File: src/rtl/matmul_result_collector_if.sv
// Beat input bus from the systolic core plus the valid/ready result byte stream.
interface matmul_result_collector_if;
    logic [7:0] beat_lo;
    logic [7:0] beat_hi;
    logic [7:0] beat_oe;
    logic [7:0] out_data;
    logic       out_valid;
    logic       out_ready;
    logic       out_last;

    modport slave (
        input  beat_lo, beat_hi, beat_oe, out_ready,
        output out_data, out_valid, out_last
    );

    modport master (
        output beat_lo, beat_hi, beat_oe, out_ready,
        input  out_data, out_valid, out_last
    );
endinterface

File: src/rtl/matmul_result_collector.sv
// Rebuilds 2x2 matmul result frames from nibble-split core beats, buffers up to
// DEPTH frames and drains them as an ordered byte stream C00, C01, C10, C11.
module matmul_result_collector #(
    parameter int unsigned DEPTH = 2,
    parameter int unsigned CNT_W = 4
) (
    input  logic                          clk,
    input  logic                          rst,
    input  logic                          ena,
    input  logic                          err_clr,
    matmul_result_collector_if.slave      bus,
    output logic [CNT_W-1:0]              frames_dropped,
    output logic                          frame_err
);
    localparam int unsigned PW = (DEPTH > 1) ? $clog2(DEPTH) : 1;
    localparam int unsigned OW = $clog2(DEPTH + 1);

    typedef enum logic {WAIT_B1, WAIT_B2} state_t;

    state_t          state, state_nxt;
    logic [7:0]      oe_prev;
    logic            start;
    logic            latch_b1, commit, abort;
    logic [7:0]      c00, c01;

    logic [3:0][7:0] mem [DEPTH];
    logic [PW-1:0]   rd_ptr, wr_ptr;
    logic [1:0]      idx;
    logic [OW-1:0]   count;

    logic            full, empty, hs, pop, can_write, write, drop;

    function automatic logic [PW-1:0] next_ptr(input logic [PW-1:0] p);
        return (p == PW'(DEPTH - 1)) ? '0 : p + 1'b1;
    endfunction

    // oe_prev resets to all-ones so a beat already on the bus at release is not a start
    always_ff @(posedge clk or posedge rst) begin
        if (rst) oe_prev <= 8'hFF;
        else     oe_prev <= bus.beat_oe;
    end

    assign start = ena && (bus.beat_oe == 8'hFF) && (oe_prev != 8'hFF);

    always_ff @(posedge clk or posedge rst) begin
        if (rst) state <= WAIT_B1;
        else     state <= state_nxt;
    end

    always_comb begin
        state_nxt = state;
        unique case (state)
            WAIT_B1: if (start) state_nxt = WAIT_B2;
            WAIT_B2: state_nxt = WAIT_B1;
            default: state_nxt = WAIT_B1;
        endcase
    end

    always_comb begin
        latch_b1 = 1'b0;
        commit   = 1'b0;
        abort    = 1'b0;
        unique case (state)
            WAIT_B1: latch_b1 = start;
            WAIT_B2: begin
                commit = (bus.beat_oe == 8'hFF);
                abort  = (bus.beat_oe != 8'hFF);
            end
            default: ;
        endcase
    end

    always_ff @(posedge clk or posedge rst) begin
        if (rst) begin
            c00 <= '0;
            c01 <= '0;
        end else if (latch_b1) begin
            c00 <= {bus.beat_hi[7:4], bus.beat_lo[7:4]};
            c01 <= {bus.beat_hi[3:0], bus.beat_lo[3:0]};
        end
    end

    assign full      = (count == OW'(DEPTH));
    assign empty     = (count == '0);
    assign hs        = bus.out_valid && bus.out_ready;
    assign pop       = hs && (idx == 2'd3);
    // Popping the head's last byte frees its slot on the same edge the new frame lands
    assign can_write = !full || pop;
    assign write     = commit && can_write;
    assign drop      = commit && !can_write;

    always_ff @(posedge clk) begin
        if (write)
            mem[wr_ptr] <= {{bus.beat_hi[3:0], bus.beat_lo[3:0]},
                            {bus.beat_hi[7:4], bus.beat_lo[7:4]}, c01, c00};
    end

    always_ff @(posedge clk or posedge rst) begin
        if (rst) begin
            rd_ptr <= '0;
            wr_ptr <= '0;
            idx    <= '0;
            count  <= '0;
        end else begin
            if (write) wr_ptr <= next_ptr(wr_ptr);
            if (hs)    idx    <= idx + 2'd1;
            if (pop)   rd_ptr <= next_ptr(rd_ptr);
            unique case ({write, pop})
                2'b10:   count <= count + 1'b1;
                2'b01:   count <= count - 1'b1;
                default: count <= count;
            endcase
        end
    end

    always_ff @(posedge clk or posedge rst) begin
        if (rst) begin
            frames_dropped <= '0;
            frame_err      <= 1'b0;
        end else if (err_clr) begin
            frames_dropped <= '0;
            frame_err      <= 1'b0;
        end else begin
            if (drop && (frames_dropped != '1)) frames_dropped <= frames_dropped + 1'b1;
            if (abort) frame_err <= 1'b1;
        end
    end

    always_comb begin
        bus.out_valid = !empty;
        bus.out_data  = empty ? '0 : mem[rd_ptr][idx];
        bus.out_last  = !empty && (idx == 2'd3);
    end
endmodule

File: src/flat_wrapper.sv
// flat-port wrapper written by rule: the top's interface ports become plain ports
module matmul_result_collector_flat 
#(
    parameter int unsigned DEPTH = 2,
    parameter int unsigned CNT_W = 4
)
  (clk, rst, ena, err_clr, frames_dropped, frame_err, bus_beat_lo, bus_beat_hi, bus_beat_oe, bus_out_ready, bus_out_data, bus_out_valid, bus_out_last);
  matmul_result_collector_if bus_i ();
  input  logic clk;
  input  logic rst;
  input  logic ena;
  input  logic err_clr;
  output logic [CNT_W-1:0] frames_dropped;
  output logic frame_err;
  input wire logic [$bits(bus_i.beat_lo)-1:0] bus_beat_lo;
  input wire logic [$bits(bus_i.beat_hi)-1:0] bus_beat_hi;
  input wire logic [$bits(bus_i.beat_oe)-1:0] bus_beat_oe;
  input wire logic [$bits(bus_i.out_ready)-1:0] bus_out_ready;
  output wire logic [$bits(bus_i.out_data)-1:0] bus_out_data;
  output wire logic [$bits(bus_i.out_valid)-1:0] bus_out_valid;
  output wire logic [$bits(bus_i.out_last)-1:0] bus_out_last;
  assign bus_i.beat_lo = bus_beat_lo;
  assign bus_i.beat_hi = bus_beat_hi;
  assign bus_i.beat_oe = bus_beat_oe;
  assign bus_i.out_ready = bus_out_ready;
  assign bus_out_data = bus_i.out_data;
  assign bus_out_valid = bus_i.out_valid;
  assign bus_out_last = bus_i.out_last;
  matmul_result_collector #(.DEPTH(DEPTH), .CNT_W(CNT_W)) u_core (.clk(clk), .rst(rst), .ena(ena), .err_clr(err_clr), .bus(bus_i), .frames_dropped(frames_dropped), .frame_err(frame_err));
endmodule
File: config.mk
export PLATFORM = sky130hd
export DESIGN_NAME = matmul_result_collector_flat
export DESIGN_NICKNAME = d
export VERILOG_FILES = /design/src/rtl/matmul_result_collector_if.sv /design/src/rtl/matmul_result_collector.sv /design/src/flat_wrapper.sv
export SDC_FILE = /design/constraint.sdc
export NUM_CORES = 1
export LEC_CHECK = 0
export ABC_AREA = 0
export ABC_CLOCK_PERIOD_IN_PS = 8350
export CORE_AREA = 2 2 85 87
export CTS_BUF_LIST = sky130_fd_sc_hd__clkbuf_8 sky130_fd_sc_hd__clkbuf_16
export CTS_CLUSTER_SIZE = 30
export DETAILED_ROUTE_END_ITERATION = 10
export DIE_AREA = 0 0 87 89
export HOLD_SLACK_MARGIN = 0.03
export PLACE_DENSITY_LB_ADDON = 0.1
export SLEW_MARGIN = 20
export SYNTH_ARGS = -nofsm -noshare
export SYNTH_HDL_FRONTEND = slang
export SYNTH_SLANG_ARGS = --single-unit
File: constraint.sdc
create_clock -name clk -period 8.35 [get_ports clk]
set_input_delay 1.67 -clock clk [delete_from_list [all_inputs] [get_ports clk]]
set_output_delay 1.67 -clock clk [all_outputs]
set_load 0.02 [all_outputs]
== Word level (Yosys, flattened, before mapping) ==
Memory sizes are Yosys's and may differ from the RTL's.
Cells that the tools add are included.

* Flip-flop bits (word level): 36
* Latch bits: 0
* Memory bits (writable): 64
* Bits in read-only memories: 0
* Bits of input ports: 29
* Logic and storage cells: 60
* Memories: 1

{| class="wikitable"
|+ Memories
! memory !! words !! bits a word !! read ports !! clocked after Yosys merged registers in !! wr ports !! line !! text
|-
| u_core.mem || 2 || 32 || 1 || 0 || 1 || matmul_result_collector.sv:26 || <nowiki>logic [3:0][7:0] mem [DEPTH];</nowiki>
|}

* Add/subtract/negate cells: 6
* Multipliers: 0
* Divide/modulo/power cells: 0
* $lt $le $gt $ge: 1
* Equal/unequal tests: 8
* Shift operators: 0
* Muxes and demuxes: 17
* Bitwise operators: 1
* Reductions and logical operators: 16

{| class="wikitable"
|+ Operators with widths
! kind !! count
|-
| $bmux 8 s2 || 1
|-
| $mux 8 || 2
|-
| $ne 8x8->1 const B || 2
|-
| $mux 1 || 10
|-
| $eq 8x8->1 const B || 1
|-
| $logic_and 1x1->1 || 8
|-
| $mux 4 || 2
|-
| $eq 2x2->1 const B || 3
|-
| $reduce_bool 2->1 || 3
|-
| $add 2x1->2 const B || 2
|-
| $add 4x1->4 const B || 1
|-
| $ne 4x4->1 const B || 1
|-
| $pmux 2 s2 || 1
|-
| $logic_not 1->1 || 3
|-
| $lt 2x3->1 const B || 1
|-
| $add 1x1->1 const B || 2
|-
| $eq 2x1->1 const B || 1
|-
| $logic_not 2->1 || 1
|-
| $pmux 1 s2 || 1
|-
| $sub 2x1->2 const B || 1
|-
| $logic_or 1x1->1 || 1
|-
| $not 1->1 || 1
|}

== Logic depth before layout (Yosys ltp) ==
Gate-level depths: netlist of run 1.

* Word-level depth: 10
* Gate-level depth with buffers: 8

== Least setup slack after synthesis of run 1 ==
No wires, ideal clock.

* Kind: input -> register
* From: in bus_beat_oe[6]
* To: mem u_core.mem[0][0] (netlist bit) (enable)
* Data arrival time: 3.433 ns
* Path slack: 4.496 ns
* Cell stages on the path: 4
* Cells stage by stage: nand4_1 nor2_1 nand3_1 nor2_1

* Longest elaborated chain between the ends: 5

{| class="wikitable"
|+ Ends and longest elaborated chain
! what !! line !! text
|-
| start, declared || flat_wrapper.sv:17 || <nowiki>input wire logic [$bits(bus_i.beat_oe)-1:0] bus_beat_oe;</nowiki>
|-
| $eq 8x8->1 || matmul_result_collector.sv:66 || <nowiki>commit = (bus.beat_oe == 8'hFF);</nowiki>
|-
| $mux 1 || matmul_result_collector.sv:63 || <nowiki>unique case (state)</nowiki>
|-
| $logic_and 1x1->1 || matmul_result_collector.sv:89 || <nowiki>assign write = commit && can_write;</nowiki>
|-
| $mux 1 || matmul_result_collector.sv:93 || <nowiki>if (write)</nowiki>
|-
| $mux 1 (not written as such) || matmul_result_collector.sv:94 || <nowiki>mem[wr_ptr] <= {{bus.beat_hi[3:0], bus.beat_lo[3:0]},</nowiki>
|-
| end, declared || matmul_result_collector.sv:26 ||
|}

No other way between the ends.

== Worst setup path after layout of run 1 ==
* From: reg u_core.rd_ptr
* To: out bus_out_data[0]

* Longest elaborated chain between the ends: 4

{| class="wikitable"
|+ Ends and longest elaborated chain
! what !! line !! text
|-
| start, declared || matmul_result_collector.sv:27 || <nowiki>logic [PW-1:0] rd_ptr, wr_ptr;</nowiki>
|-
| start signal, assigned || matmul_result_collector.sv:107 || <nowiki>if (pop) rd_ptr <= next_ptr(rd_ptr);</nowiki>
|-
| $mem_v2 2x32 || n/a ||
|-
| $bmux 8 s2 || matmul_result_collector.sv:131 || <nowiki>bus.out_data = empty ? '0 : mem[rd_ptr][idx];</nowiki>
|-
| $mux 8 (not written as such) || matmul_result_collector.sv:131 ||
|-
| $mux 8 || matmul_result_collector.sv:131 ||
|-
| end, declared || flat_wrapper.sv:19 || <nowiki>output wire logic [$bits(bus_i.out_data)-1:0] bus_out_data;</nowiki>
|}

No other way between the ends. The select of a mux whose other input is x is not followed.

==> results by group, run 1 <==
Power
  – Seq pwr share: approximately half
  – Switch share: about 28%
  – Psw: approximately 0.34 mW
  – Leakage: 1.71 nW
  – Worst vdd ir: ~0.00020 V
  – Comb power frac: a little over a quarter
  – Power Density: ~260 mW/mm²
  – Clock share of power: about a quarter
  – Cell internal pwr: approximately 0.87 mW

Placed design
  – Post-DP Area: approximately 0.0044 mm²
  – Post-DP HPWL: 3820 µm
  – IO Port Bufs: 43
  – GPL Wtd Cong: roughly 0.75

Routing
  – Drt wl/cell: about 17 µm
  – Metal2 WL: approximately 3000 µm
  – Detailed-route DRC error count: 0
  – Top Metal Used: met4
  – WL met1: 2610 µm
  – WL final: slightly below 6000 µm
  – DR vias: between 1500 and 2000
  – Vias per cell: approximately 5.7
  – Met3 WL: approximately 190 µm
  – Antenna Violating Nets Remaining: 0
  – Initial DRC count: 93
  – DRT Pass-1 Iters: 4

STA
  – Crit share post-route: about 49%
  – Worst-Margin Slew: ~800 ps
  – RSZ-0062 raised after global routing: no
  – Hold WS: roughly 470 ps
  – Setup TNS Final: 0 ps
  – Clock skew: 10.7 ps
  – Slew Limit Fails: 0
  – Hold Fails Final Rpt: 0
  – Endpoints failing setup: 0
  – Max Freq: around 240 MHz
  – Crit path time final: between 4000 and 5000 ps
  – Slew HR: between 40 and 50%

Die
  – Core box area: between 0.006 and 0.007 mm²
  – Initial Util: ~58%
  – Die area: just under 0.008 mm²
  – Die Y: a little under 90 µm
  – Die Wd: just under 90 µm
  – # IOs: 44
  – Rows: 30

Cells and area
  – Area of the multi-input gates: 0.00100 mm²
  – Final Cell Area: about 0.0046 mm²
  – Share of layout cells above drive strength 1: about a quarter
  – Layout Nets: ~290
  – Commonest non-fill, non-tap cells in the layout: edfxtp_1, clkdlybuf4s50_1, dfrtp_1
  – Area Growth Syn to Fin: 18.0%
  – # fillers: around 440
  – Most common cell after layout, fill and taps aside: edfxtp_1
  – Sequential Area: about 0.0028 mm²
  – Number of diodes: 0

Clocking
  – Clock transition at path regs: around 90 ps
  – CTS sink count: 100
  – PostCTS Resize Cnt: 0
  – CTS tree: yes
  – CTS Hold Bufs: 0
  – H-tree depth: 3
  – Clock buffer depth: 2
  – Root buf cell: clkbuf_8
  – Clk_lat worst skew: 350 ps
  – Num CTS Buffers: 9
  – Setup Fix Bufs, Post-CTS: 0

Job
  – Max-cap check violation count: 0

Yosys
  – Syn_nets: between 200 and 250
  – Post-synth top area share: 49.4%
  – Top cells by area, synth: edfxtp_1, dfrtp_1, mux4_2
  – Cells after Synth: 210
  – Ys Warns: 0
  – #FFs+latches synth: 100
  – Synth area leader: edfxtp_1
  – Distinct cells, synth: 35
  – Netlist area before placement: approximately 0.0039 mm²
  – Avg Cell Area, Syn: between 15 and 20 µm²
  – Seq/Total Area, Yosys: 72.8%

Worst setup path
  – Req. time, crit path: roughly 6700 ps
  – CP arrival: 2430 ps
  – Startpoint types: register
  – Type of the worst setup path: register to output pin
  – Crit-path max FO: 17
  – CP endpoint kind: output pin

Global route
  – Initial antenna violation count: 0
  – Vias in the first global route: 1989
  – Grt ovf: 0
  – First-pass GRT wire length: between 9000 and 10000 µm
  – Total track usage: around 17%
  – Pin count of the biggest net entering global routing: 37

Hold path
  – HP Class: register to register

Status
  – Status: finished clean
-- area by class of cell --
type,count,share of cell area [%]
Clock buffer,9,2.70
Clock inverter,7,1.34
Inverter,5,0.409
Multi-Input combinational cell,97,21.8
Sequential cell,100,61.7
Tap cell,80,2.18
Timing Repair Buffer,46,9.86
-- logic make-up after synthesis --
group | share of synthesized area [%]
buf+inv | 1.64
xor+xnor | 1.35
compound gates | 1.86
mux | 16.2
fa+ha+maj | 0.964
flops | 72.8
simple gates | 5.18
-- worst paths after layout --
kind                               start                 to  slack, ps  depth (start not counted)
min in group asynchronous            rst      u_core.c01[2]       1720                          3
max                        u_core.rd_ptr    bus_out_data[0]       4250                          4
min reg2reg                u_core.c00[2]   u_core.mem[0][2]        470                          0
max in group asynchronous            rst      u_core.rd_ptr       6270                          3
max reg2reg                u_core.idx[0]  u_core.mem[1][19]       5410                          5
min                        u_core.c00[2]   u_core.mem[0][2]        470                          0
-- synthesized netlist by cell type --
cell type / count
edfxtp_1: 64
dfrtp_1: 28
mux2_2: 17
mux4_2: 16
nor2_1: 14
dfstp_2: 8
mux2i_1: 8
nand4_1: 5
xnor2_1: 5
and3_1: 4
inv_1: 4
a21oi_1: 3
buf_4: 3
ha_1: 3
a31oi_1: 2
and4_1: 2
buf_1: 2
buf_2: 2
nand3_1: 2
nor2b_1: 2
o31ai_1: 2
a211o_1: 1
a211oi_1: 1
a311oi_1: 1
and2_1: 1
and4bb_2: 1
clkbuf_2: 1
inv_2: 1
nand2_1: 1
nand4b_1: 1
nor2_2: 1
nor3b_1: 1
o21ai_0: 1
or4_1: 1
xor2_1: 1
-- registers in the layout (all words and copies together), names as in the netlist --
signal,count
u_core.count,2
u_core.frame_err,1
u_core.frames_dropped,4
u_core.c00,8
u_core.mem,64
u_core.state,1
u_core.idx,2
u_core.wr_ptr,1
u_core.oe_prev,8
u_core.rd_ptr,1
u_core.c01,8
-- power by group through the flow --
| stage | Sequential, mW | Combinational [mW] | Clock (mW) |
|---|---|---|---|
| after detailed placement | 0.624 | 0.319 | 0 |
| after CTS | 0.613 | 0.320 | 0.293 |
| after global placement | 0.623 | 0.316 | 0 |
| final | 0.610 | 0.316 | 0.285 |
| after global routing | 0.619 | 0.336 | 0.312 |
| after floorplan | 0.564 | 0.261 | 0 |
-- layer usage --
metal	vias up	global-route usage, %
met3	10	3.51
met2	33	27.9
met1	1001	22.8
met5	-	0
li1	917	-
met4	0	6.68
-- critical path, cell delays in order (launching register included) --
cell and delay, ps:
dfrtp_2 730, mux4_2 580, mux2i_1 170, nor2_1 50, clkdlybuf4s50_1 550
-- metrics by stage --
step	cells	power (mW)	utilization, %	setup slack (ps)
6_report	344	1.21	68.3	4250
3_5_place_dp	328	0.943	65.6	4220
4_1_cts	344	1.23	68.3	3830
5_1_grt	344	1.27	68.3	4100
3_3_place_gp	328	0.939	65.6	4230
2_1_floorplan	210	0.826	-	4500
No activity file was read; power rests on OpenSTA's default activity.
==> run 2: changes to the inputs <==
- ABC_CLOCK_PERIOD_IN_PS: 8350 -> 4050
- CORE_AREA: 2 2 85 87 -> 2 2 88 90
- DIE_AREA: 0 0 87 89 -> 0 0 90 92
- clock period: 8.35 -> 4.05 ns (I/O delays scaled with it)
==> results by group, run 2 (synthesis results as in run 1) <==
Status
  – Status: finished clean

Placed design
  – IO Port Bufs: 43
  – Dpl ws: about 1000 ps
  – GPL Wtd Cong: just under 0.8
  – Post-DP HPWL: a little under 4000 µm
  – Post-DP Area: 0.00444 mm²

Die
  – Die area: between 0.008 and 0.009 mm²
  – Rows: 32
  – Die Y: 92 µm
  – Core box area: around 0.0074 mm²
  – # IOs: 44
  – Die Wd: approximately 90 µm
  – Initial Util: between 50 and 60%

Clocking
  – Clock buffer depth: 2
  – Num CTS Buffers: 9
  – Clock transition at path regs: roughly 80 ps
  – CTS sink count: 100
  – Setup Fix Bufs, Post-CTS: 0
  – Root buf cell: clkbuf_8
  – CTS tree: yes
  – H-tree depth: 3
  – Clk_lat worst skew: roughly 350 ps
  – CTS Hold Bufs: 0
  – PostCTS Resize Cnt: 0

Cells and area
  – Commonest non-fill, non-tap cells in the layout: edfxtp_1, clkdlybuf4s50_1, dfrtp_1
  – Max FFs per register: between 60 and 70
  – Share of layout cells above drive strength 1: 24.9%
  – Layout Nets: just under 300
  – Top reg by flops: u_core.mem
  – Number of diodes: 0
  – Most common cell after layout, fill and taps aside: edfxtp_1
  – Final Cell Area: approximately 0.0046 mm²
  – Area Growth Syn to Fin: 18.6%

STA
  – Slew HR: around half
  – Endpoints failing setup: 0
  – Crit path time final: roughly 3400 ps
  – Hold Fails Final Rpt: 0
  – Worst-Margin Slew: roughly 800 ps
  – Setup TNS Final: 0 ps
  – RSZ-0062 raised after global routing: no
  – Crit share post-route: ~83%
  – Clock skew: about 10 ps
  – Max Freq: about 300 MHz
  – Slew Limit Fails: 0
  – Final setup margin: approximately 670 ps

Routing
  – Vias per cell: between 5 and 6
  – Detailed-route DRC error count: 0
  – Drt wl/cell: 16.8 µm
  – Initial DRC count: 52
  – Antenna Violating Nets Remaining: 0
  – DRT Pass-1 Iters: 4
  – DR vias: between 1500 and 2000
  – WL final: a little over 6000 µm

Power
  – Leakage: 1.71 nW
  – Comb power frac: 28.0%
  – Worst vdd ir: ~0.00025 V
  – Seq pwr share: 49.4%
  – Power Density: approximately 540 mW/mm²
  – Clock share of power: around 23%
  – Cell internal pwr: 1.76 mW
  – Switch share: just under 30%
  – Total power: about 2.5 mW
  – Psw: just over 0.7 mW

Global route
  – Vias in the first global route: between 2000 and 2500
  – First-pass GRT wire length: ~10000 µm
  – Initial antenna violation count: 0
  – Pin count of the biggest net entering global routing: 37
  – Grt ovf: 0
  – Total track usage: between 15 and 20%

Worst setup path
  – Crit-path slowest cell: dfrtp_1
  – Crit-path max FO: 12
  – CP endpoint: bus_out_data[1]
  – Family with the most delay on the worst path: buffers and inverters
  – RR Endpoint: u_core.mem[0][30]
  – Levels on crit path: 5
  – Crit path buffers/inverters: 2
  – Startpoint types: register
  – Setup slack, reg-to-reg: 1540 ps
  – CP endpoint kind: output pin
  – Crit path cell chain: buf_4 -> mux4_2 -> mux2i_1 -> nor2_1 -> clkdlybuf4s50_1
  – Worst reg2reg path startpoint: u_core.idx[0]
  – CP arrival: 2570 ps
  – Req. time, crit path: approximately 3200 ps
  – Launch point of the worst path: u_core.rd_ptr
  – CP peak stage delay: ~560 ps
  – R2R depth: 5
  – Type of the worst setup path: register to output pin

Job
  – Max-cap check violation count: 0

Hold path
  – HP Class: register to register
-- run 2: cell types whose count changed in the layout (fill, tap and decap cells not counted) --
| cell | delta |
|---|---|
| inv_1 | -2 |
| clkinv_2 | +2 |
| clkinv_1 | -1 |
| buf_4 | +1 |
| bufinv_16 | -1 |
| dfrtp_2 | -1 |
| inv_6 | +1 |
| clkbuf_8 | +1 |
| dfrtp_1 | +1 |
-- run 2: final cells by class --
type,count,area (µm²)
clock buffer,10,138
clock inverter,6,38.8
fill,563,2830
inverter,5,18.8
multi-input combinational,97,1000
sequential,100,2830
tap,102,128
timing repair buffer,47,460
-- run 2: power by group through the flow --
stage	clock (mW)	combinational (mW)	sequential [mW]
final	0.562	0.695	1.23
after global routing	0.621	0.757	1.24
after CTS	0.584	0.707	1.23
after detailed placement	0	0.706	1.25
after global placement	0	0.697	1.25
after floorplan	0	0.539	1.16
-- run 2: layer usage --
| metal | global-route usage [%] | part of all wire [%] | vias up |
|---|---|---|---|
| met2 | 29.1 | 51 | 35 |
| li1 | - | - | 915 |
| met3 | 4.03 | 3.4 | 9 |
| met4 | 5.77 | 1.4 | 0 |
| met1 | 19.8 | 44 | 967 |
| met5 | 0 | 0 | - |
-- run 2: how the worst min path moves through the flow --
stage / startpoint / end / slack [ps] / depth (start not counted)
3_3_place_gp: u_core.c01[6] / u_core.mem[0][14] / 450 / 0
3_5_place_dp: u_core.c00[5] / u_core.mem[1][5] / 450 / 0
2_1_floorplan: u_core.c00[0] / u_core.mem[0][0] / 440 / 0
6_report: u_core.c00[5] / u_core.mem[1][5] / 470 / 0
4_1_cts: u_core.c00[5] / u_core.mem[0][5] / 470 / 0
5_1_grt: u_core.c00[6] / u_core.mem[0][6] / 490 / 0
-- run 2: stage by stage --
stage          cells  hold WS [ps]  util, %
4_1_cts          367           474     62.0
3_3_place_gp     351           447     59.6
2_1_floorplan    210           438        -
3_5_place_dp     351           451     59.6
6_report         367           470     62.0
5_1_grt          367           494     62.0
